==> src/rtl/rca_nibble_sequencer.sv <==
// Nibble-serial add/subtract controller. Time-shares one external 4-bit
// ripple-carry adder: one nibble per clock, LSB nibble first, with the
// inter-nibble carry held in a register between cycles.
module rca_nibble_sequencer #(
    parameter int WIDTH = 16
) (
    input  logic             clk,
    input  logic             rst,
    input  logic             start,
    input  logic             sub,
    input  logic             cin_in,
    input  logic [WIDTH-1:0] op_a,
    input  logic [WIDTH-1:0] op_b,
    output logic [3:0]       add_a,
    output logic [3:0]       add_b,
    output logic             add_ci,
    input  logic [3:0]       add_s,
    input  logic             add_co,
    output logic             busy,
    output logic             done,
    output logic [WIDTH-1:0] result,
    output logic             cout,
    output logic             ovf
);

    localparam int NIB  = WIDTH / 4;
    localparam int IDXW = (NIB > 1) ? $clog2(NIB) : 1;
    localparam logic [IDXW-1:0] LAST_IDX = IDXW'(NIB - 1);

    typedef enum logic [1:0] {
        ST_IDLE = 2'd0,
        ST_RUN  = 2'd1,
        ST_DONE = 2'd2
    } state_t;

    state_t           state_reg, state_next;
    logic [WIDTH-1:0] a_reg;
    logic [WIDTH-1:0] beff_reg;
    logic             carry_reg;
    logic [IDXW-1:0]  idx_reg;
    logic [WIDTH-1:0] result_reg;
    logic             cout_reg;
    logic             ovf_reg;

    // Per-nibble views of the latched operands, selected by idx_reg below.
    logic [3:0] a_nib [NIB];
    logic [3:0] b_nib [NIB];

    generate
        for (genvar gi = 0; gi < NIB; gi++) begin : g_nib
            assign a_nib[gi] = a_reg[4*gi +: 4];
            assign b_nib[gi] = beff_reg[4*gi +: 4];
        end
    endgenerate

    // State register.
    always_ff @(posedge clk) begin
        if (rst) begin
            state_reg <= ST_IDLE;
        end else begin
            state_reg <= state_next;
        end
    end

    // Next-state logic: a start is only honoured from IDLE.
    always_comb begin
        state_next = state_reg;
        case (state_reg)
            ST_IDLE: if (start) state_next = ST_RUN;
            ST_RUN:  if (idx_reg == LAST_IDX) state_next = ST_DONE;
            ST_DONE: state_next = ST_IDLE;
            default: state_next = ST_IDLE;
        endcase
    end

    // Outputs: adder slice is driven only in RUN, otherwise held at zero.
    always_comb begin
        busy   = 1'b0;
        done   = 1'b0;
        add_a  = 4'd0;
        add_b  = 4'd0;
        add_ci = 1'b0;
        case (state_reg)
            ST_RUN: begin
                busy   = 1'b1;
                add_a  = a_nib[idx_reg];
                add_b  = b_nib[idx_reg];
                add_ci = carry_reg;
            end
            ST_DONE: done = 1'b1;
            default: ;
        endcase
    end

    // Datapath: latch operands on start, collect one sum nibble per RUN cycle.
    always_ff @(posedge clk) begin
        if (rst) begin
            a_reg      <= '0;
            beff_reg   <= '0;
            carry_reg  <= 1'b0;
            idx_reg    <= '0;
            result_reg <= '0;
            cout_reg   <= 1'b0;
            ovf_reg    <= 1'b0;
        end else begin
            case (state_reg)
                ST_IDLE: begin
                    if (start) begin
                        a_reg     <= op_a;
                        // Subtraction is A + ~B + 1, so invert B and force carry-in.
                        beff_reg  <= sub ? ~op_b : op_b;
                        carry_reg <= sub ? 1'b1 : cin_in;
                        idx_reg   <= '0;
                    end
                end
                ST_RUN: begin
                    result_reg[{idx_reg, 2'b00} +: 4] <= add_s;
                    carry_reg <= add_co;
                    idx_reg   <= idx_reg + 1'b1;
                    if (idx_reg == LAST_IDX) begin
                        cout_reg <= add_co;
                        ovf_reg  <= (a_reg[WIDTH-1] == beff_reg[WIDTH-1]) &&
                                    (add_s[3] != a_reg[WIDTH-1]);
                    end
                end
                default: ;
            endcase
        end
    end

    assign result = result_reg;
    assign cout   = cout_reg;
    assign ovf    = ovf_reg;

endmodule

==> config.mk <==
export PLATFORM = sky130hd
export DESIGN_NAME = rca_nibble_sequencer
export DESIGN_NICKNAME = d
export VERILOG_FILES = /design/src/rtl/rca_nibble_sequencer.sv
export SDC_FILE = /design/constraint.sdc
export NUM_CORES = 1
export LEC_CHECK = 0
export BUFFER_PORTS_ARGS = -buffer_cell sky130_fd_sc_hd__buf_2
export CAP_MARGIN = 0
export CORE_UTILIZATION = 40
export CTS_CLUSTER_DIAMETER = 60
export DETAILED_ROUTE_END_ITERATION = 8
export PLACE_DENSITY_LB_ADDON = 0.25
export RECOVER_POWER = 50
export SYNTH_ARGS = -nofsm -noshare
export SYNTH_HDL_FRONTEND = slang
export SYNTH_SLANG_ARGS = --single-unit
==> constraint.sdc <==
create_clock -name clk -period 1.68 [get_ports clk]
set_input_delay 0.084 -clock clk [delete_from_list [all_inputs] [get_ports clk]]
set_output_delay 0.084 -clock clk [all_outputs]
set_load 0.05 [all_outputs]
==> results of run 1 <==
[Yosys cell counts, drive strengths merged]
master  number
nand4        3
nor2b        3
nand2b       1
mux4         8
xnor2       16
nand3b       6
nand3        2
inv          4
clkbuf       7
a22o         4
and2         8
and3         1
buf         14
a32oi        7
dfxtp       55
and3b        1
nand2       40
a211oi      17
nor3b        2
or3b         1
a21oi       26
nor4bb       1
o21a         1
and4b        1
nor2        30
ha           5
o221a        1
o21ai        6
[logic make-up after synthesis]
kind of cell / synth area share (%)
buffers and inverters: 5.50
muxes: 7.20
AOI/OAI and AO/OA: 16.1
adders and majority gates: 2.50
xor gates and xnor gates: 5.60
and+or+nand+nor: 19.1
DFF: 44.0
[worst reg2reg max path, stage by stage, from the launching register on]
cell and delay, ps:
sky130_fd_sc_hd__dfxtp_4 380, sky130_fd_sc_hd__buf_4 130, sky130_fd_sc_hd__inv_1 80, sky130_fd_sc_hd__ha_1 340
sky130_fd_sc_hd__nor2b_2 170, sky130_fd_sc_hd__and3_1 180, sky130_fd_sc_hd__a22o_1 240
[final timing paths]
path / endpoint / slack [ps] / cells past startpoint
max reg2reg: result[8]$_SDFFE_PP0P_ / 60 / 6
min: a_reg[10]$_SDFFE_PP0P_ / 5 / 3
min reg2reg: a_reg[4]$_SDFFE_PP0P_ / 460 / 2
max: add_b[2] / -30 / 4
[routing by layer]
layer | GRT usage [%] | wire [microns]
met1 | 25.5 | 2840
met2 | 28.5 | 2620
met3 | 4.04 | 225
met4 | 5.18 | 71
met5 | 0 | 0
[area by class of cell]
class	instances	area, sq um	area share [%]
well taps	75	93.8	2.93
inverters	4	15.0	0.468
clock buffers	5	68.8	2.15
clock inverters	3	67.6	2.11
multi-input cells	191	1320	41.0
repair buffers	86	542	16.9
flip-flops and latches	55	1110	34.5
[stage by stage]
stage	setup slack [ps]	total power, mW	util [%]
2_1_floorplan	3.09	1.78	-
3_3_place_gp	123	1.91	49.4
3_5_place_dp	70.3	1.92	49.4
4_1_cts	-19.7	2.97	53.7
5_1_grt	-73.2	3.09	53.6
6_report	-25.6	2.95	53.6
[what timing repair did]
action | 4_1_cts | 5_1_grt
resized for setup | 37 | 5
pin swaps | 6 | 0
setup buffers | 2 | 1
endpoints found under the setup margin | 9 | 13
hold buffers | 0 | 0
[where the power goes]
part / internal (mW) / switching (mW)
logic: 0.229 / 0.282
clock network: 0.594 / 0.427
registers: 1.37 / 0.0404
total: 2.20 / 0.750
==> out/qor_table.md, run 1 <==
| Result | Reported |
| --- | --- |
| Outcome | finished, violations left |
| Layout fillers | 570 |
| Number of buffer and inverter instances along the worst setup path | 2 |
| Arrival time worst endpoint | 1620 ps |
| Post-synthesis sequential area ratio | 44.0% |
| Critical path required time | 1600 ps |
| Die ar. | 0.00658 sq mm |
| Area Growth Syn to Fin | 28.1% |
| Critical path startpoint | idx_reg[0]$_SDFFE_PP0P_ |
| Critical-path cell list | buf_6 > mux4_2 > and2_4 > buf_6 |
| Average via count per standard cell | 5.05 |
| Leakage | 1.29 nW |
| Reg-to-reg startpoint | idx_reg[0]$_SDFFE_PP0P_ |
| Via Count | 2117 |
| Root buffer cell | sky130_fd_sc_hd__clkbuf_8 |
| Initial Util | 41.8% |
| Leading cell types by total area after synthesis | sky130_fd_sc_hd__dfxtp_1, sky130_fd_sc_hd__mux4_2, sky130_fd_sc_hd__nand2_1 |
| Number of max-cap violations | 0 |
| Setup Crit Path Kind | reg -> out |
| Antenna cells | 0 |
| Vert. Die Dim | 81.1 microns |
| Total global-route track usage | 18.4% |
| Final worst slack | -25.6 ps |
| Hold path startpoint | op_a[10] |
| Via count of the first global-routing pass | 1972 |
| Cell occurring most often along the worst timing path | sky130_fd_sc_hd__buf_6 |
| Syn Area/Cell | 9.24 sq um |
| Inserted Clock Buffers | 5 |
| Cell family contributing the most delay on the critical path | multiplexers |
| Instance count of the mapped netlist | 271 |
| Number of antenna-violating nets in the routed design | 0 |
| TritonCTS clock tree | yes |
| Routability-driven placement congestion ratio | 0.806 |
| Share of cells above drive strength 1 | 29.9% |
| Area after DPL | 0.00296 sq mm |
| Ports placed on the boundary | 71 |
| RSZ-0062 raised after global routing | yes |
| Tcrit/Tclk final | 102% |
| Launching element type of the critical path | flop |
| Hold WS | 4.99 ps |
| FF+latch count, synth | 55 |
| Number of instances in the placed design | 408 |
| Actual transition at the worst max-transition pin | 613 ps |
| Clock tree skew after final layout | 9.75 ps |
| DIE WIDTH | 81.1 microns |
| Placement Rows | 28 |
| Peak fanout along the critical path | 4 |
| Worst rel slew slack | 59.3% |
| Final count of hold timing violations | 0 |
| Overflow left after global routing | 0 |
| Post-Syn Area | 0.00250 sq mm |
| Final-stage net count | 390 |
| Library cell with the largest summed area after synthesis | sky130_fd_sc_hd__dfxtp_1 |
| Element type at the critical path end | primary output |
| Routed wire per std cell | 13.7 microns |
| DRC violations left | 0 |
| Failing checks | negative setup slack |
| Min Tclk post-route | 1710 ps |
| PD cells | 919 mW/mm^2 |
| Count of input and output buffers | 70 |
| Fmax achieved | 0.586 GHz |
| Yosys top cell area share | 44.0% |
| Most common library cell in the layout ignoring fill and taps | sky130_fd_sc_hd__dfxtp_1 |
| Number of distinct library cells after synthesis | 33 |
| Sink Count | 55 |
| Critical-path top delay cell | sky130_fd_sc_hd__mux4_2 |
| Worst VDD drop | 0.000452 V |
| Final max-slew violation count | 0 |
| Warnings from Yosys | 0 |
| Critical Path Max Stage Delay | 500 ps |
| Final setup viols | 2 |
| Most frequent cells in the layout | sky130_fd_sc_hd__dfxtp_1, sky130_fd_sc_hd__buf_2, sky130_fd_sc_hd__nand2_1 |
| Violation count after the first detailed-routing iteration | 135 |
| Type of the most critical hold path | in -> reg |
| HPWL after DPL | 4140 microns |
| Core area | 0.00599 sq mm |
| Clock network latency to the later pin of the worst-skew pair | 300 ps |
| Area of all placed cells without fillers | 0.00321 sq mm |
| Net Count, Synth | 318 |
| Antenna violations before repair | 0 |
| First-pass GRT wire length | 9320 microns |
| CTS H-tree lvls | 2 |
| Pin count of the biggest net entering global routing | 49 |
| Final Non-Filler Cells | 419 |
| Sum Neg Setup Slack | -29.5 ps |
| Number of detailed-route iterations in the first pass | 4 |
| Post-detailed-routing wire length | 5760 microns |
| Maximum clock insertion buffer count | 2 |
| CTS clk-pin slew, worst paths | 100 ps |
Power figures use the tool's default switching activity.
==> run 2: changes to the inputs <==
--- a/config.mk
+++ b/config.mk
@@ -12,6 +12,7 @@
 export DETAILED_ROUTE_END_ITERATION = 8
 export PLACE_DENSITY_LB_ADDON = 0.25
 export RECOVER_POWER = 50
+export SKIP_CTS_REPAIR_TIMING = 1
 export SYNTH_ARGS = -nofsm -noshare
 export SYNTH_HDL_FRONTEND = slang
 export SYNTH_SLANG_ARGS = --single-unit
==> run 2 against run 1 <==
Effect of this change:
- sequential power hardly changed
- wire length is 0.33% lower
- cell count is 0.24% lower
- worst hold slack worse by 0.97 ps
- worst setup slack better by 2.4 ps
- maximum frequency is 0.14% higher
- the flow still finishes with violations (negative setup slack)
- first-iteration DRC count is 0.74% lower
- critical path depth stayed put
- register-to-register slack hardly changed
- count of clock-buffer cells in the layout stayed put
==> out/qor_table.md, run 2 (same netlist as run 1, synthesis figures left out) <==
| Result | Reported | Change |
| --- | --- | --- |
| Total global-route track usage | 18.1% | -0.26 points |
| Core area | 0.00599 sq mm | unchanged |
| Hold WS | 4.01 ps | -0.971 ps |
| Most frequent cells in the layout | sky130_fd_sc_hd__dfxtp_1, sky130_fd_sc_hd__buf_2, sky130_fd_sc_hd__nand2_1 |  |
| Worst-case reg-to-reg path depth | 6 | unchanged |
| Number of antenna-violating nets in the routed design | 0 | unchanged |
| Final-stage net count | 389 | -0.26% |
| Share of cells above drive strength 1 | 29.4% | -0.50 points |
| Fraction of the core area covered by cells at the end of the flow | 53.2% | -0.33 points |
| Final count of hold timing violations | 0 | unchanged |
| Root buffer cell | sky130_fd_sc_hd__clkbuf_8 |  |
| Area Growth Syn to Fin | 27.3% |  |
| DIE WIDTH | 81.1 microns | unchanged |
| Final worst slack | -23.1 ps | +2.43 ps |
| Total power | 2.94 mW | -0.18% |
| Die ar. | 0.00658 sq mm | unchanged |
| Initial Util | 41.8% | unchanged |
| Worst VDD drop | 0.000435 V | -3.8% |
| Critical-path cell list | buf_6 > mux4_2 > and2_4 > buf_6 |  |
| R2R Path End | result[8]$_SDFFE_PP0P_ |  |
| Fraction of power spent switching nets | 25.4% | -0.062 points |
| Via count of the first global-routing pass | 1947 | -1.3% |
| Outcome | finished, violations left |  |
| Leakage | 1.25 nW | -2.7% |
| Arrival time worst endpoint | 1620 ps | about the same |
| Register cell area after layout | 0.00111 sq mm | unchanged |
| Most common library cell in the layout ignoring fill and taps | sky130_fd_sc_hd__dfxtp_1 |  |
| Sum Neg Setup Slack | -24.0 ps | +5.54 ps |
| Number of max-cap violations | 0 | unchanged |
| Setup Crit Path Kind | reg -> out |  |
| Clock power share | 34.7% | about the same |
| Critical Path Max Stage Delay | 500 ps | about the same |
| DRC violations left | 0 | unchanged |
| Worst reg-to-reg setup slack | 60 ps | about the same |
| Launching element type of the critical path | flop |  |
| Power share of the sequential group | 48.1% | about the same |
| Number of detailed-route iterations in the first pass | 7 | +3 |
| Overflow left after global routing | 0 | unchanged |
| CTS clk-pin slew, worst paths | 100 ps | about the same |
| HPWL after DPL | 4140 microns | unchanged |
| Routability-driven placement congestion ratio | 0.806 | unchanged |
| Fmax achieved | 0.587 GHz | +0.14% |
| First-pass GRT wire length | 9190 microns | -1.3% |
| Antenna cells | 0 | unchanged |
| Layout fillers | 576 | +1.1% |
| Area occupied by multi-input gates | 0.00130 sq mm | -0.95% |
| Average via count per standard cell | 5.11 | +1.2% |
| Cell occurring most often along the worst timing path | sky130_fd_sc_hd__buf_6 |  |
| Internal cell power | 2.20 mW | about the same |
| PD cells | 923 mW/mm^2 | +0.45% |
| Terminating pin of the worst hold path | a_reg[10]$_SDFFE_PP0P_ |  |
| Via Count | 2137 | +0.94% |
| Post-detailed-routing wire length | 5740 microns | -0.33% |
| Antenna violations before repair | 0 | unchanged |
| Type of the most critical hold path | in -> reg |  |
| RSZ-0062 raised after global routing | yes |  |
| Min Tclk post-route | 1700 ps | -2.43 ps |
| Critical-path top delay cell | sky130_fd_sc_hd__mux4_2 |  |
| Tcrit/Tclk final | 101% | -0.14 points |
| CTS H-tree lvls | 2 | unchanged |
| Pin count of the biggest net entering global routing | 49 | unchanged |
| Violation count after the first detailed-routing iteration | 134 | -0.74% |
| Vert. Die Dim | 81.1 microns | unchanged |
| Switching power | 0.747 mW | -0.42% |
| Worst rel slew slack | 59.4% | about the same |
| Actual transition at the worst max-transition pin | 612 ps | -0.807 ps |
| WHS Path Cells | 3 | unchanged |
| Failing checks | negative setup slack |  |
| Worst slack after detailed placement | 70.3 ps | unchanged |
| Final setup viols | 2 | unchanged |
| Element type at the critical path end | primary output |  |
| Peak fanout along the critical path | 4 | unchanged |
| Reg-to-reg startpoint | idx_reg[0]$_SDFFE_PP0P_ |  |
| Count of input and output buffers | 70 | unchanged |
| Final max-slew violation count | 0 | unchanged |
| Clock tree skew after final layout | 10.1 ps | +0.392 ps |
| Relative contribution of combinational cells to total power | 17.2% | -0.2 points |
| Inserted Clock Buffers | 5 | unchanged |
| Critical path required time | 1600 ps | about the same |
| Placement Rows | 28 | unchanged |
| Routed wire per std cell | 13.7 microns | about the same |
| Hold path startpoint | op_a[10] |  |
| Sink Count | 55 | unchanged |
| Maximum clock insertion buffer count | 2 | unchanged |
| Clock network latency to the later pin of the worst-skew pair | 300 ps | about the same |
| TritonCTS clock tree | yes |  |
| Ports placed on the boundary | 71 | unchanged |
[run 2: changes by cell type in the layout (fill, tap and decap cells not counted)]
cell | before | now
sky130_fd_sc_hd__nand3b_1 | 5 | 6
sky130_fd_sc_hd__buf_4 | 10 | 9
sky130_fd_sc_hd__nand3b_4 | 1 | 0
[run 2: worst max-delay path by stage]
stage / startpoint / end / depth (start not counted)
6_report: idx_reg[0]$_SDFFE_PP0P_ / add_b[2] / 4
5_1_grt: idx_reg[0]$_SDFFE_PP0P_ / add_b[2] / 4
4_1_cts: idx_reg[0]$_SDFFE_PP0P_ / add_b[2] / 4
3_5_place_dp: idx_reg[0]$_SDFFE_PP0P_ / result[8]$_SDFFE_PP0P_ / 5
3_3_place_gp: idx_reg[0]$_SDFFE_PP0P_ / result[11]$_SDFFE_PP0P_ / 5
2_1_floorplan: idx_reg[0]$_SDFFE_PP0P_ / result[10]$_SDFFE_PP0P_ / 6
[run 2: per-stage QoR]
| stage | std cells | cell area, sq um |
|---|---|---|
| global route | 418 | 3190 |
| floorplan | 271 | 2510 |
| finish | 418 | 3190 |
| CTS | 416 | 3090 |
| global placement | 408 | 2960 |
| detailed placement | 408 | 2960 |
[run 2: routing by layer]
layer | GRT usage [%] | up-vias | wire length, microns | share of wire, %
li1 | - | 1091 | - | -
met1 | 25.4 | 980 | 2740 | 48
met2 | 27.6 | 62 | 2710 | 47
met3 | 4.04 | 4 | 245 | 4.3
met4 | 5.18 | 0 | 42 | 0.73
met5 | 0 | - | 0 | 0
[run 2: worst max-delay path, delay by kind of cell (launching register included)]
| family | cells | cell delay, ps |
|---|---|---|
| multiplexers | 1 | 500 |
| AND/OR/NAND/NOR | 1 | 180 |
| buffers and inverters | 2 | 250 |
| flip-flops | 1 | 380 |
[run 2: power groups by stage]
stage                     Sequential, mW  Combinational (mW)  Clock, mW
after floorplan                     1.45               0.324          0
after global placement              1.44               0.473          0
after detailed placement            1.45               0.478          0
after CTS                           1.42               0.479       1.04
after global routing                1.43               0.554       1.11
final                               1.41               0.507       1.02
[run 2: cell type report]
type / instances / area share [%]
Clock buffer: 5 / 2.16
Clock inverter: 3 / 2.12
Inverter: 4 / 0.471
Multi-Input combinational cell: 191 / 40.9
Sequential cell: 55 / 34.7
Tap cell: 75 / 2.94
Timing Repair Buffer: 85 / 16.8
